File: config.mk
export PLATFORM = sky130hd
export DESIGN_NAME = player_sprite_renderer
export DESIGN_NICKNAME = d
export VERILOG_FILES = /design/src/rtl/sprite_pkg.sv /design/src/rtl/sprite_blink_ctrl.sv /design/src/rtl/player_sprite_renderer.sv
export SDC_FILE = /design/constraint.sdc
export NUM_CORES = 1
export LEC_CHECK = 0
export BUFFER_PORTS_ARGS = -buffer_cell sky130_fd_sc_hd__buf_2
export CAP_MARGIN = 40
export CORE_UTILIZATION = 51
export DETAILED_ROUTE_END_ITERATION = 10
export PLACE_DENSITY = 0.8
export SLEW_MARGIN = 25
export SYNTH_ARGS = -nofsm -noshare
export SYNTH_HDL_FRONTEND = slang
export SYNTH_SLANG_ARGS = --single-unit
File: constraint.sdc
create_clock -name clk -period 3.4 [get_ports clk]
set_input_delay 0.34 -clock clk [delete_from_list [all_inputs] [get_ports clk]]
set_output_delay 0.34 -clock clk [all_outputs]
set_load 0.005 [all_outputs]
File: src/rtl/sprite_pkg.sv
// Shared sprite-rendering definitions, used by the player, background and
// other-player renderers.
//   SPR_COLOR_BITS : default pixel colour width
//   SPR_COORD_W    : default raster coordinate width
//   SPR_KEY_COLOR  : colour value treated as transparent
//   coord_t, rgb_t : raster coordinate and pixel colour types
package sprite_pkg;

    localparam int unsigned SPR_COLOR_BITS = 24;
    localparam int unsigned SPR_COORD_W    = 10;
    localparam logic [23:0] SPR_KEY_COLOR  = 24'hFF00FF;

    typedef logic [SPR_COORD_W-1:0]    coord_t;
    typedef logic [SPR_COLOR_BITS-1:0] rgb_t;

endpackage

File: src/rtl/sprite_blink_ctrl.sv
// Damage-blink controller: counts frames while blinking is enabled and
// toggles sprite visibility every BLINK_FRAMES frames.
//   clk_i, rst_ni   : clock, asynchronous active-low reset
//   frame_start_i   : one-cycle start-of-vblank pulse
//   blink_en_i      : blinking enabled; low forces the sprite visible
//   visible_o       : sprite currently visible
module sprite_blink_ctrl #(
    parameter int unsigned BLINK_FRAMES = 8
) (
    input  logic clk_i,
    input  logic rst_ni,
    input  logic frame_start_i,
    input  logic blink_en_i,
    output logic visible_o
);
    import sprite_pkg::*;

    localparam int unsigned CNT_W = (BLINK_FRAMES > 1) ? $clog2(BLINK_FRAMES) : 1;

    logic [CNT_W-1:0] cnt_q, cnt_d;
    logic             vis_q, vis_d;

    always_comb begin
        cnt_d = cnt_q;
        vis_d = vis_q;
        if (!blink_en_i) begin
            cnt_d = '0;
            vis_d = 1'b1;
        end else if (frame_start_i) begin
            if (cnt_q == CNT_W'(BLINK_FRAMES - 1)) begin
                cnt_d = '0;
                vis_d = ~vis_q;
            end else begin
                cnt_d = cnt_q + CNT_W'(1);
            end
        end
    end

    always_ff @(posedge clk_i or negedge rst_ni) begin
        if (!rst_ni) begin
            cnt_q <= '0;
            vis_q <= 1'b1;
        end else begin
            cnt_q <= cnt_d;
            vis_q <= vis_d;
        end
    end

    assign visible_o = vis_q;

endmodule

File: src/rtl/player_sprite_renderer.sv
// Player sprite pixel stage: maps the raster position onto the sprite box,
// addresses the asynchronous sprite ROM, applies colour-key transparency,
// mirroring and damage blink, and composites over the background pixel.
// Two-cycle latency from hcount/vcount/de_in/bg_rgb to rgb_out/de_out/sprite_hit.
//   clk, rst_n            : pixel clock, asynchronous active-low reset
//   frame_start           : start-of-vblank pulse; latches pos_x/pos_y/facing_left
//   blink_en              : invulnerability blink enable
//   hcount, vcount, de_in : current raster position and display enable
//   bg_rgb                : background colour for the current pixel
//   rom_addr / rom_dout   : sprite ROM address out, combinational data back
//   rgb_out, de_out       : composited pixel and aligned display enable
//   sprite_hit            : opaque visible sprite pixel at rgb_out
module player_sprite_renderer
    import sprite_pkg::*;
#(
    parameter int unsigned ADDRESS      = 11,
    parameter int unsigned COLOR_BITS   = SPR_COLOR_BITS,
    parameter int unsigned SPRITE_W     = 32,
    parameter int unsigned SPRITE_H     = 64,
    parameter int unsigned COORD_W      = SPR_COORD_W,
    parameter logic [23:0] KEY_COLOR    = SPR_KEY_COLOR,
    parameter int unsigned BLINK_FRAMES = 8
) (
    input  logic                  clk,
    input  logic                  rst_n,
    input  logic                  frame_start,
    input  logic [COORD_W-1:0]    pos_x,
    input  logic [COORD_W-1:0]    pos_y,
    input  logic                  facing_left,
    input  logic                  blink_en,
    input  logic [COORD_W-1:0]    hcount,
    input  logic [COORD_W-1:0]    vcount,
    input  logic                  de_in,
    input  logic [COLOR_BITS-1:0] bg_rgb,
    output logic [ADDRESS-1:0]    rom_addr,
    input  logic [COLOR_BITS-1:0] rom_dout,
    output logic [COLOR_BITS-1:0] rgb_out,
    output logic                  de_out,
    output logic                  sprite_hit
);

    localparam int unsigned          COL_W = $clog2(SPRITE_W);
    localparam logic [COLOR_BITS-1:0] KEY  = COLOR_BITS'(KEY_COLOR);

    // Per-frame latched sprite placement
    logic [COORD_W-1:0]    lpos_x_q, lpos_y_q;
    logic                  lface_q;

    // Stage 1 / stage 2 pipeline registers
    logic [ADDRESS-1:0]    rom_addr_q, rom_addr_d;
    logic                  in_box_q, in_box_d;
    logic                  de1_q;
    logic [COLOR_BITS-1:0] bg1_q;
    logic [COLOR_BITS-1:0] rgb_q, rgb_d;
    logic                  de2_q;
    logic                  hit_q, hit_d;

    logic [COORD_W:0]      rel_x, rel_y;
    logic [COL_W-1:0]      col;
    logic                  visible, opaque;

    sprite_blink_ctrl #(
        .BLINK_FRAMES (BLINK_FRAMES)
    ) u_blink (
        .clk_i         (clk),
        .rst_ni        (rst_n),
        .frame_start_i (frame_start),
        .blink_en_i    (blink_en),
        .visible_o     (visible)
    );

    // Extra top bit makes pixels left of/above the sprite wrap to large
    // unsigned values, so they fail the box compare instead of aliasing.
    always_comb begin
        rel_x      = {1'b0, hcount} - {1'b0, lpos_x_q};
        rel_y      = {1'b0, vcount} - {1'b0, lpos_y_q};
        in_box_d   = de_in && (rel_x < (COORD_W+1)'(SPRITE_W))
                           && (rel_y < (COORD_W+1)'(SPRITE_H));
        col        = lface_q ? (COL_W'(SPRITE_W - 1) - rel_x[COL_W-1:0])
                             : rel_x[COL_W-1:0];
        rom_addr_d = '0;
        if (in_box_d) begin
            rom_addr_d = ADDRESS'(rel_y) * ADDRESS'(SPRITE_W) + ADDRESS'(col);
        end
    end

    always_comb begin
        opaque = in_box_q && visible && (rom_dout != KEY);
        rgb_d  = '0;
        if (de1_q) begin
            rgb_d = opaque ? rom_dout : bg1_q;
        end
        hit_d  = opaque && de1_q;
    end

    always_ff @(posedge clk or negedge rst_n) begin
        if (!rst_n) begin
            lpos_x_q   <= '0;
            lpos_y_q   <= '0;
            lface_q    <= 1'b0;
            rom_addr_q <= '0;
            in_box_q   <= 1'b0;
            de1_q      <= 1'b0;
            bg1_q      <= '0;
            rgb_q      <= '0;
            de2_q      <= 1'b0;
            hit_q      <= 1'b0;
        end else begin
            if (frame_start) begin
                lpos_x_q <= pos_x;
                lpos_y_q <= pos_y;
                lface_q  <= facing_left;
            end
            rom_addr_q <= rom_addr_d;
            in_box_q   <= in_box_d;
            de1_q      <= de_in;
            bg1_q      <= bg_rgb;
            rgb_q      <= rgb_d;
            de2_q      <= de1_q;
            hit_q      <= hit_d;
        end
    end

    assign rom_addr   = rom_addr_q;
    assign rgb_out    = rgb_q;
    assign de_out     = de2_q;
    assign sprite_hit = hit_q;

endmodule

==> out/qor.log, run 1 <==
INFO  run_status     outcome=finished, final reports clean
INFO  cells_and_area syn_to_final_growth=23.7%
INFO  hold_path      worstHoldPathType=in2reg
INFO  worst_setup_path r2r_cells=10
INFO  cells_and_area layout.nets=612
INFO  power          cellLeakagePower=2.52nW
INFO  routing        number_of_optimization_iterations_in_the_first_detailed_route_pass=4
INFO  sta            maxSlewViolCount=0
INFO  cts            clock_tree.root_cell=sky130_fd_sc_hd__clkbuf_8
INFO  power          net_switching_power_of_the_design=0.648mW
INFO  routing        avgRoutedWirePerCell=14.2um
INFO  logic_synthesis synth_top_area_share=52.5%
INFO  sta            finalWorstPathRequiredPeriod=2720ps
INFO  logic_synthesis library_cell_with_the_largest_summed_area_after_synthesis=sky130_fd_sc_hd__dfrtp_1
INFO  cts            postCtsResizedCells=0
INFO  worst_setup_path critical_path_depth=10
INFO  worst_setup_path crit_chain=ha_1 -> inv_1 -> fa_1 -> a21o_1 -> a221oi_1 -> mux2i_1 -> o221a_2 -> nand4_1 -> buf_4 -> nor4_1
INFO  power          power_frac_comb=20.5%
INFO  run            max_cap_violations=0
INFO  cts            worstSkewPairLatency=350ps
INFO  cts            clock-sinks=88
INFO  sta            rsz_0062_raised_after_global_routing=false
INFO  sta            clock.fmax=368MHz
INFO  logic_synthesis postSynth.topFlopCell=sky130_fd_sc_hd__dfrtp_1
INFO  logic_synthesis synthTopCellsByArea=sky130_fd_sc_hd__dfrtp_1, sky130_fd_sc_hd__mux2i_1, sky130_fd_sc_hd__ha_1
INFO  logic_synthesis warnings_from_yosys=0
INFO  logic_synthesis synth.distinct_cells=49
INFO  power          internal_cell_power=1.58mW
INFO  worst_setup_path timing.critical_path.slowest_stage_cell=sky130_fd_sc_hd__a221oi_1
INFO  floorplan      design.core.area=7810um2
INFO  sta            timing.final.setup_violations=0
INFO  worst_setup_path crit_buf_inv=2
INFO  cts            ctsHtreeMaxLevel=3
INFO  placement      globalplace.congestion=0.829
INFO  power          ir_worst_vdd=0.223mV
INFO  worst_setup_path critical_path_end=rom_addr[10]$_DFF_PN0_
INFO  sta            worst_slew_pin_slew=704ps
INFO  cts            numCtsBuffers=9
INFO  worst_setup_path critical_path_arrival=2960ps
INFO  worst_setup_path ff2ff_setup_slack=680ps
INFO  floorplan      initial_core_util=53.1%
INFO  routing        drt_iter0_drc=78
INFO  global_routing global_route_wire_length_before_repair=13900um
INFO  global_routing grtUsageTotal=21.2%
INFO  cts            clk_pin_slew_worst_paths=90ps
INFO  global_routing number_of_antenna_violations_at_the_first_check_in_global_routing=0
INFO  placement      placement.cell_area=4910um2
INFO  cts            maximum_clock_insertion_buffer_count=2
INFO  global_routing number_of_global_route_vias_before_repair=2972
INFO  power          cellPowerDensity=434nW/um2
INFO  sta            tns=0ps
INFO  floorplan      die_area=8500um2
INFO  placement      dp_cells=583
INFO  logic_synthesis synth_enable_flop_cells=0
INFO  placement      port_buffers=130
INFO  routing        detail_route.vias_per_cell=5.12
INFO  logic_synthesis synth_area=4150um2
INFO  worst_setup_path critical_path.startpoint_type=flip-flop
INFO  routing        detail_route_antenna_nets=0
INFO  logic_synthesis yosysSeqAreaShare=53.1%
INFO  sta            max_slew_margin=53.0%
INFO  hold_path      hold_path_depth=1
INFO  worst_setup_path critPathKind=reg2reg
INFO  cells_and_area drive_above_1_share=33.3%
INFO  cells_and_area layout.cells.most_common=sky130_fd_sc_hd__buf_2
INFO  worst_setup_path cp-startpoint=lpos_x_q[0]$_DFFE_PN0P_
INFO  cells_and_area final_cell_mix=sky130_fd_sc_hd__buf_2, sky130_fd_sc_hd__dfrtp_1, sky130_fd_sc_hd__mux2i_1
INFO  logic_synthesis yosys_register_bits=88
INFO  worst_setup_path critical_path_required=3640ps
INFO  sta            hold-worst-slack=91.3ps
INFO  cells_and_area design_area=5130um2
INFO  cells_and_area stdcell_count=601
INFO  routing        detailroute.via_count=3079
INFO  logic_synthesis synthCells=362
INFO  cells_and_area diodes=0
INFO  cts            post-cts-setup-buffers=0
INFO  worst_setup_path regToRegEndpoint=rom_addr[10]$_DFF_PN0_
INFO  floorplan      die-width=92.2um
INFO  global_routing globalRouteOverflowTotal=0
INFO  sta            skew=12.7ps
INFO  worst_setup_path capturing_element_type_of_the_critical_path=flip-flop
INFO  placement      hpwlAfterDp=6410um
INFO  sta            final_min_period_over_clock_period=80.0%
INFO  worst_setup_path crit_family=compound AO/OA/AOI/OAI gates
INFO  logic_synthesis async_flop_share=100%
INFO  cts            tritoncts=built
INFO  floorplan      placementRows=32
INFO  worst_setup_path slowest_delay=420ps
INFO  global_routing grt_start_max_net_pins=89
INFO  cts            cts_hold_buffers=0
INFO  worst_setup_path worst_r2r_startpoint=lpos_x_q[0]$_DFFE_PN0P_
INFO  power          switching_share=29.1%
INFO  power          clock_power_share=29.2%
INFO  worst_setup_path crit_path_max_fanout=12
INFO  logic_synthesis syn_avg_cell_area=11.5um2
INFO  routing        post-route-drc-count=0
INFO  routing        post_route_wl=8530um
INFO  power          pwr-share-seq=50.3%
INFO  floorplan      die_h=92.2um
INFO  floorplan      boundaryPins=131
INFO  sta            hold_viol_final=0
INFO  logic_synthesis synthesis.nets=480
[synth_stat cells (3+ instances only)]
| master | instances |
|---|---|
| sky130_fd_sc_hd__nor4_2 | 9 |
| sky130_fd_sc_hd__dfrtp_1 | 87 |
| sky130_fd_sc_hd__o21a_1 | 4 |
| sky130_fd_sc_hd__ha_1 | 22 |
| sky130_fd_sc_hd__a21oi_1 | 16 |
| sky130_fd_sc_hd__nand2_1 | 27 |
| sky130_fd_sc_hd__nand4_1 | 5 |
| sky130_fd_sc_hd__buf_2 | 4 |
| sky130_fd_sc_hd__xor2_1 | 4 |
| sky130_fd_sc_hd__mux2_2 | 3 |
| sky130_fd_sc_hd__nor2b_1 | 28 |
| sky130_fd_sc_hd__o211ai_1 | 3 |
| sky130_fd_sc_hd__mux2i_1 | 29 |
| sky130_fd_sc_hd__a21o_1 | 7 |
| sky130_fd_sc_hd__o21ai_0 | 25 |
| sky130_fd_sc_hd__clkbuf_1 | 8 |
| sky130_fd_sc_hd__nor2_1 | 9 |
| sky130_fd_sc_hd__nand2b_1 | 4 |
| sky130_fd_sc_hd__xnor2_1 | 10 |
| sky130_fd_sc_hd__inv_1 | 23 |
[worst reg2reg max path, delay by kind of cell (launching register included)]
family / cells / cell delay (ps)
compound gates: 3 / 790
buf+inv: 2 / 260
simple gates: 2 / 360
fa+ha+maj: 2 / 580
mux: 1 / 230
flops: 1 / 370
[worst min-delay path by stage]
| stage | start | end | slack, ps |
|---|---|---|---|
| 3_5_place_dp | rst_n | rgb_out[5]$_DFF_PN0_ | 450 |
| 6_report | bg_rgb[21] | bg1_q[21]$_DFF_PN0_ | 90 |
| 4_1_cts | rst_n | lface_q$_DFFE_PN0P_ | 70 |
| 5_1_grt | bg_rgb[21] | bg1_q[21]$_DFF_PN0_ | 60 |
| 2_1_floorplan | rst_n | bg1_q[0]$_DFF_PN0_ | 40 |
| 3_3_place_gp | bg_rgb[21] | bg1_q[21]$_DFF_PN0_ | 450 |
[stage by stage]
stage	total power [mW]	utilization (%)	setup slack [ps]
5_1_grt	2.36	65.7	458
3_3_place_gp	1.58	62.7	678
6_report	2.23	65.7	680
4_1_cts	2.25	65.2	660
3_5_place_dp	1.59	62.9	536
2_1_floorplan	1.43	-	841
[flip-flops by register name, indices dropped and copies added (netlist names), 3 cells and up]
register and cells:
lpos_y_q 10, lpos_x_q 10, u_blink.cnt_q 3, bg1_q 24, rgb_out 24, rom_addr 11
[cell type report]
class                      instances  area [um2]
clock inverter                     6        51.3
timing repair buffer             135         724
fill                             623        2680
multi-input combinational        237        1810
tap                              102         128
inverter                          23        86.3
sequential                        88        2200
clock buffer                      10         128
[metal layers]
layer / wire length, um / track usage [%] / vias up
li1: - / - / 1519
met3: 485 / 4.39 / 12
met1: 3810 / 27.7 / 1438
met2: 4090 / 34.7 / 110
met4: 144 / 8.20 / 0
met5: 0 / 0 / -
[cells by family (layout without fill, tap and decap cells)]
family	count (synthesis)	after routing	share of synthesized area (%)
buf+inv	37	174	3.65
compound gates	68	68	10.1
mux	33	33	8.08
simple gates	98	98	14.5
flops	88	88	53.1
xor+xnor	14	14	2.96
fa+ha+maj	24	24	7.60
[power groups by stage]
stage / sequential (mW) / combinational, mW / clock, mW
after floorplan: 1.14 / 0.296 / 0
after global placement: 1.14 / 0.441 / 0
after detailed placement: 1.14 / 0.451 / 0
after CTS: 1.12 / 0.454 / 0.672
after global routing: 1.13 / 0.514 / 0.716
final: 1.12 / 0.456 / 0.651
(Power assumes the default switching activity.)
==> inputs of run 2 (changes only) <==
CORE_UTILIZATION = 46   (was 51)
PLACE_DENSITY = 0.76   (was 0.8)
clock period = 2.3 ns   (was 3.4 ns; I/O delays follow)
==> run 2 against run 1 <==
The flow now finishes with violations (setup timing). Design area up 9.1%. Die area up 11%. Sequential share of layout area down 3.6 points. Total power up 54%. Sequential cell count unchanged. Register-to-register slack worse by 870 ps. Worst hold slack worse by 61 ps. Sequential power up 48%. Non-clock buffer count up 47. Setup slack worse by 870 ps. Critical endpoint is now rom_addr[2]$_DFF_PN0_. Largest cell class unchanged. Largest power group unchanged.
==> out/qor.log, run 2 (synthesis gave the netlist of run 1 again) <==
INFO  run_status     outcome=finished with violations
INFO  run_status     violations_in_the_final_reports=setup timing
INFO  cells_and_area design_area=5590um2 [+9.1%]
INFO  cts            post-cts-setup-buffers=0 [unchanged]
INFO  placement      hpwlAfterDp=7060um [+10%]
INFO  floorplan      die_h=97.0um [+5.2%]
INFO  placement      globalplace.congestion=0.816 [-1.6%]
INFO  cts            ctsHtreeMaxLevel=3 [unchanged]
INFO  floorplan      placementRows=34 [+6.3%]
INFO  floorplan      die-width=97.0um [+5.2%]
INFO  placement      dp_cells=613 [+5.1%]
INFO  placement      port_buffers=130 [unchanged]
INFO  worst_setup_path r2r_cells=10 [unchanged]
INFO  cells_and_area sequential_cell_area=2200um2 [unchanged]
INFO  worst_setup_path crit_path_max_fanout=6 [-6]
INFO  floorplan      initial_core_util=47.6% [-5.6 points]
INFO  floorplan      boundaryPins=131 [unchanged]
INFO  sta            finalWorstPathRequiredPeriod=2490ps [-233 ps]
INFO  power          ir_worst_vdd=0.286mV [+29%]
INFO  floorplan      die_area=9400um2 [+11%]
INFO  worst_setup_path capturing_element_type_of_the_critical_path=flip-flop
INFO  cells_and_area combined_area_of_the_multi_input_logic_cells=1840um2 [+1.9%]
INFO  sta            maxSlewViolCount=0 [unchanged]
INFO  worst_setup_path critical_path.startpoint_type=flip-flop
INFO  floorplan      design.core.area=8720um2 [+12%]
INFO  global_routing grtUsageTotal=21.4% [+0.19 points]
INFO  hold_path      hold_path_depth=1 [unchanged]
INFO  routing        drt_iter0_drc=41 [-47%]
INFO  run            max_cap_violations=0 [unchanged]
INFO  global_routing grt_start_max_net_pins=51 [-43%]
INFO  cells_and_area layout.cells.most_common=sky130_fd_sc_hd__buf_2
INFO  cells_and_area syn_to_final_growth=34.9%
INFO  cts            tritoncts=built
INFO  routing        detailroute.via_count=3268 [+6.1%]
INFO  cells_and_area drive_above_1_share=35.7% [+2.4 points]
INFO  global_routing globalRouteOverflowTotal=0 [unchanged]
INFO  sta            max_slew_margin=55.5% [+2.4 points]
INFO  routing        avgRoutedWirePerCell=14.3um [+0.94%]
INFO  cells_and_area final_cell_mix=sky130_fd_sc_hd__buf_2, sky130_fd_sc_hd__dfrtp_1, sky130_fd_sc_hd__mux2i_1
INFO  sta            hold-worst-slack=29.9ps [-61.4 ps]
INFO  hold_path      worstHoldPathType=in2reg
INFO  cts            numCtsBuffers=9 [unchanged]
INFO  routing        post-route-drc-count=0 [unchanged]
INFO  sta            final_min_period_over_clock_period=108% [+28 points]
INFO  routing        detail_route_antenna_nets=0 [unchanged]
INFO  routing        detail_route.vias_per_cell=5.00 [-2.5%]
INFO  power          cellLeakagePower=2.74nW [+9.0%]
INFO  sta            finalWorstSetupSlack=-187ps [-867 ps]
INFO  cts            clk_pin_slew_worst_paths=100ps [about the same]
INFO  global_routing number_of_global_route_vias_before_repair=3360 [+13%]
INFO  cells_and_area layout.nets=659 [+7.7%]
INFO  cts            clock_tree.root_cell=sky130_fd_sc_hd__clkbuf_8
INFO  sta            worst_slew_pin_slew=659ps [-45.8 ps]
INFO  cells_and_area fillCellCount=692 [+11%]
INFO  worst_setup_path critical_path_arrival=2740ps [-220 ps]
INFO  routing        post_route_wl=9370um [+9.8%]
INFO  worst_setup_path critical_path_required=2550ps [-1090 ps]
INFO  global_routing global_route_wire_length_before_repair=16000um [+15%]
INFO  sta            timing.final.setup_violations=12 [+12]
INFO  sta            skew=11.6ps [-1.11 ps]
INFO  cts            worstSkewPairLatency=350ps [about the same]
INFO  routing        number_of_optimization_iterations_in_the_first_detailed_route_pass=4 [unchanged]
INFO  sta            clock.fmax=402MHz [+9.3%]
INFO  global_routing number_of_antenna_violations_at_the_first_check_in_global_routing=0 [unchanged]
INFO  sta            rsz_0062_raised_after_global_routing=true
INFO  cts            clock-sinks=88 [unchanged]
INFO  cells_and_area diodes=0 [unchanged]
INFO  cts            maximum_clock_insertion_buffer_count=2 [unchanged]
INFO  cells_and_area stdcell_count=654 [+8.8%]
INFO  worst_setup_path critPathKind=reg2reg
INFO  power          cellPowerDensity=613nW/um2 [+41%]
INFO  placement      placement.cell_area=5130um2 [+4.5%]
INFO  sta            hold_viol_final=0 [unchanged]
==> run 2: cell count changes in the layout (fill, tap and decap cells not counted), sizes merged <==
cell | before | now
dlygate4sd3 | 1 | 25
inv | 25 | 26
buf | 134 | 157
clkinv | 3 | 2
==> run 2: through the flow <==
stage               utilization [%]  total power [mW]  setup TNS, ps  setup WS, ps
floorplan                         -              2.13           -301         -37.3
global placement               58.9              2.42          -1150          -134
detailed placement             58.9              2.44          -1930          -253
CTS                            64.0              3.48          -1690          -174
global route                   64.1              3.63          -3950          -367
finish                         64.1              3.43          -1830          -187
==> run 2: area by class of cell <==
| class | count | area share (%) |
|---|---|---|
| Sequential cell | 88 | 39.4 |
| Multi-Input combinational cell | 237 | 32.9 |
| Timing Repair Buffer | 182 | 20.5 |
| Tap cell | 108 | 2.42 |
| Clock buffer | 10 | 2.28 |
| Inverter | 23 | 1.54 |
| Clock inverter | 6 | 0.917 |
==> run 2: worst max-delay path, cell delays in order (launching register included) <==
cell and delay, ps:
sky130_fd_sc_hd__dfrtp_1 360, sky130_fd_sc_hd__ha_2 180, sky130_fd_sc_hd__inv_2 40, sky130_fd_sc_hd__fa_2 330, sky130_fd_sc_hd__a21o_1 190, sky130_fd_sc_hd__a221oi_2 290, sky130_fd_sc_hd__mux2i_1 230, sky130_fd_sc_hd__o221a_2 190
sky130_fd_sc_hd__nand4_1 120, sky130_fd_sc_hd__buf_4 190, sky130_fd_sc_hd__nor4_2 250
==> run 2: final timing paths <==
kind / slack (ps) / start / end
worst min register to register: 510 / bg1_q[5]$_DFF_PN0_ / rgb_out[5]$_DFF_PN0_
worst max-delay path: -190 / lpos_x_q[0]$_DFFE_PN0P_ / rom_addr[2]$_DFF_PN0_
worst min-delay path: 30 / de_in / de1_q$_DFF_PN0_
worst max register to register: -190 / lpos_x_q[0]$_DFFE_PN0P_ / rom_addr[2]$_DFF_PN0_
max in group asynchronous: 1240 / rst_n / rgb_out[15]$_DFF_PN0_
min in group asynchronous: 450 / rst_n / rgb_out[8]$_DFF_PN0_
==> run 2: where the power goes <==
group | total, mW | switching [mW] | internal, mW
registers | 1.66 | 0.0320 | 1.63
clock network | 0.975 | 0.566 | 0.409
logic | 0.799 | 0.403 | 0.396
total | 3.43 | 1.00 | 2.43
==> run 2: metal layers <==
metal | part of all wire [%] | GRT usage (%) | vias to the layer above
met5 | 0 | 0 | -
met4 | 1.1 | 6.20 | 0
met3 | 5.5 | 3.83 | 10
met2 | 50 | 36.8 | 115
met1 | 43 | 27.7 | 1528
li1 | - | - | 1615
==> run 2: what timing repair did <==
| item | in CTS | in global routing |
|---|---|---|
| pin swaps | 2 | 2 |
| gates resized for setup | 2 | 4 |
| hold endpoints to repair | 71 | 0 |
| gates cloned | 0 | 0 |
| setup endpoints to repair | 12 | 12 |
| hold buffers | 25 | 0 |
==> inputs of run 3 (changes only) <==
CORE_ASPECT_RATIO = 0.5   (was not set)
CORE_MARGIN = 2   (was not set)
==> run 3 against run 2 <==
The run still ends with setup timing left. Combinational power up 2%. Die area grew 4.7%. Worst hold slack gained 5.4 ps. Routed wire length grew 1.2%. Maximum frequency is 1.3% higher. Global-route usage fell by 0.80 points. First-iteration DRC count rose to 3.4 times the previous value.
==> out/qor.log, run 3 (synthesis gave the netlist of run 1 again) <==
INFO  global_routing number_of_antenna_violations_at_the_first_check_in_global_routing=0 [unchanged]
INFO  power          ir_worst_vdd=0.340mV [+19%]
INFO  floorplan      die-width=138um [+43%]
INFO  floorplan      die_h=71.1um [-27%]
INFO  floorplan      design.core.area=8740um2 [+0.20%]
INFO  global_routing grtUsageTotal=20.6% [-0.80 points]
INFO  floorplan      die_area=9840um2 [+4.7%]
INFO  routing        post-route-drc-count=0 [unchanged]
INFO  cells_and_area drive_above_1_share=36.8% [+1.1 points]
INFO  worst_setup_path slowest_delay=570ps [+210 ps]
INFO  global_routing globalRouteOverflowTotal=0 [unchanged]
INFO  cts            clock_tree.root_cell=sky130_fd_sc_hd__clkbuf_16
INFO  routing        avgRoutedWirePerCell=14.1um [-1.4%]
INFO  cells_and_area sequential_cell_area=2200um2 [unchanged]
INFO  cells_and_area fillCellCount=717 [+3.6%]
INFO  power          fin_total_pwr=3.96mW [+15%]
INFO  worst_setup_path cp-startpoint=lpos_y_q[1]$_DFFE_PN0P_
INFO  cells_and_area final_cell_mix=sky130_fd_sc_hd__buf_2, sky130_fd_sc_hd__dfrtp_1, sky130_fd_sc_hd__buf_4
INFO  cts            tritoncts=built
INFO  hold_path      worstHoldPathType=in2reg
INFO  worst_setup_path capturing_element_type_of_the_critical_path=flip-flop
INFO  worst_setup_path critical_path_end=rom_addr[9]$_DFF_PN0_
INFO  routing        post_route_wl=9480um [+1.2%]
INFO  global_routing grt_start_max_net_pins=50 [-2.0%]
INFO  worst_setup_path worst_r2r_startpoint=lpos_y_q[1]$_DFFE_PN0P_
INFO  power          cellLeakagePower=2.83nW [+3.1%]
INFO  sta            hold-worst-slack=35.3ps [+5.39 ps]
INFO  sta            tns=-1140ps [+696 ps]
INFO  worst_setup_path r2r_cells=8 [-2]
INFO  routing        number_of_optimization_iterations_in_the_first_detailed_route_pass=4 [unchanged]
INFO  routing        detail_route_antenna_nets=0 [unchanged]
INFO  worst_setup_path crit_chain=inv_2 -> ha_1 -> nor2b_1 -> o31ai_2 -> nand3b_1 -> mux2_1 -> or4_4 -> nor4_2
INFO  worst_setup_path timing.critical_path.slowest_stage_cell=sky130_fd_sc_hd__or4_4
INFO  sta            clock.fmax=407MHz [+1.3%]
INFO  sta            skew=3.88ps [-7.70 ps]
INFO  cts            maximum_clock_insertion_buffer_count=2 [unchanged]
INFO  sta            max_slew_margin=53.3% [-2.2 points]
INFO  placement      globalplace.congestion=0.897 [+9.9%]
INFO  floorplan      initial_core_util=47.5% [-0.095 points]
INFO  sta            finalWorstSetupSlack=-154ps [+32.9 ps]
INFO  sta            worst_slew_pin_slew=700ps [+41.8 ps]
INFO  cts            post-cts-setup-buffers=0 [unchanged]
INFO  sta            hold_viol_final=0 [unchanged]
INFO  worst_setup_path critPathKind=reg2reg
INFO  cts            numCtsBuffers=9 [unchanged]
INFO  cells_and_area combined_area_of_the_multi_input_logic_cells=1870um2 [+1.5%]
INFO  cts            worstSkewPairLatency=340ps [about the same]
INFO  sta            rsz_0062_raised_after_global_routing=true
INFO  routing        detailroute.via_count=3276 [+0.24%]
INFO  worst_setup_path critical_path.startpoint_type=flip-flop
INFO  floorplan      placementRows=24 [-29%]
INFO  cts            clock-sinks=88 [unchanged]
INFO  routing        drt_iter0_drc=140 [+240%]
INFO  cells_and_area diodes=0 [unchanged]
INFO  cts            ctsHtreeMaxLevel=3 [unchanged]
INFO  run_status     violations_in_the_final_reports=setup timing
INFO  power          cellPowerDensity=684nW/um2 [+12%]
INFO  global_routing global_route_wire_length_before_repair=15800um [-0.65%]
INFO  global_routing number_of_global_route_vias_before_repair=3311 [-1.5%]
INFO  cts            clk_pin_slew_worst_paths=60ps [-40 ps]
INFO  routing        detail_route.vias_per_cell=4.88 [-2.3%]
INFO  worst_setup_path critical_path_arrival=2690ps [-50 ps]
INFO  sta            finalWorstPathRequiredPeriod=2450ps [-32.9 ps]
INFO  worst_setup_path crit_path_max_fanout=6 [unchanged]
INFO  run_status     outcome=finished with violations
INFO  floorplan      boundaryPins=131 [unchanged]
INFO  worst_setup_path critical_path_required=2530ps [-20 ps]
INFO  run            max_cap_violations=0 [unchanged]
INFO  placement      pre_cts_worst_setup_slack=-229ps [+24.2 ps]
INFO  sta            maxSlewViolCount=0 [unchanged]
INFO  cells_and_area layout.nets=667 [+1.2%]
INFO  cells_and_area layout.cells.most_common=sky130_fd_sc_hd__buf_2
INFO  placement      hpwlAfterDp=6780um [-3.9%]
INFO  worst_setup_path ff2ff_setup_slack=-150ps [+30 ps]
INFO  placement      port_buffers=130 [unchanged]
INFO  sta            timing.final.setup_violations=12 [unchanged]
INFO  worst_setup_path regToRegEndpoint=rom_addr[9]$_DFF_PN0_
INFO  cells_and_area syn_to_final_growth=39.5%
INFO  sta            final_min_period_over_clock_period=107% [-1.4 points]
run 3: cell types whose count changed in the layout (fill, tap and decap cells not counted), moves of 2 or more:
cell / before / now
sky130_fd_sc_hd__buf_4: 24 / 33
sky130_fd_sc_hd__clkbuf_16: 0 / 9
sky130_fd_sc_hd__clkbuf_8: 9 / 1
sky130_fd_sc_hd__buf_12: 3 / 1
run 3: cell type report:
| type | instances | share of cell area (%) |
|---|---|---|
| well taps | 117 | 2.53 |
| repair buffers | 189 | 20.3 |
| flip-flops and latches | 88 | 38.1 |
| clock buffers | 11 | 4.19 |
| multi-input cells | 238 | 32.3 |
| clock inverters | 5 | 1.10 |
| inverters | 23 | 1.49 |
run 3: power breakdown:
part	total, mW	switching, mW	internal [mW]
sequential	1.66	0.0318	1.63
clock	1.48	0.603	0.881
combinational	0.818	0.416	0.401
total	3.96	1.05	2.91
run 3: worst max-delay path: cells and delay by family (launching register included):
| family | cells | cell delay, ps |
|---|---|---|
| multiplexers | 1 | 360 |
| buffers and inverters | 1 | 60 |
| flip-flops | 1 | 370 |
| adder cells (fa/ha/maj) | 1 | 210 |
| AND/OR/NAND/NOR | 4 | 1100 |
| AO/OA/AOI/OAI | 1 | 250 |
run 3: worst min path at each step:
stage / depth (start not counted) / end / slack, ps / startpoint
2_1_floorplan: 0 / bg1_q[0]$_DFF_PN0_ / -70 / rst_n
3_3_place_gp: 1 / lpos_x_q[9]$_DFFE_PN0P_ / 280 / rst_n
3_5_place_dp: 1 / lpos_x_q[9]$_DFFE_PN0P_ / 290 / rst_n
4_1_cts: 1 / de1_q$_DFF_PN0_ / 30 / de_in
5_1_grt: 1 / de1_q$_DFF_PN0_ / 30 / de_in
6_report: 1 / de1_q$_DFF_PN0_ / 40 / de_in
run 3: per-layer routing:
metal	GRT usage, %	vias to the layer above	share of wire [%]	wire length [um]
li1	-	1634	-	-
met1	26.1	1540	45	4240
met2	35.3	88	49	4660
met3	5.82	14	4.7	441
met4	6.01	0	1.4	136
met5	0	-	0	0
run 3: repair_timing:
item,CTS,global route
gates cloned,1,0
endpoints found under the hold margin,69,0
hold buffers,25,0
pin swaps,3,0
gates resized for setup,4,4
endpoints found under the setup margin,12,12
run 3: per-stage QoR:
| stage | instance area, um2 | instances | utilization, % |
|---|---|---|---|
| 3_3_place_gp | 5170 | 629 | 59.2 |
| 4_1_cts | 5760 | 671 | 65.9 |
| 2_1_floorplan | 4170 | 362 | - |
| 5_1_grt | 5790 | 671 | 66.2 |
| 6_report | 5790 | 671 | 66.2 |
| 3_5_place_dp | 5170 | 629 | 59.2 |
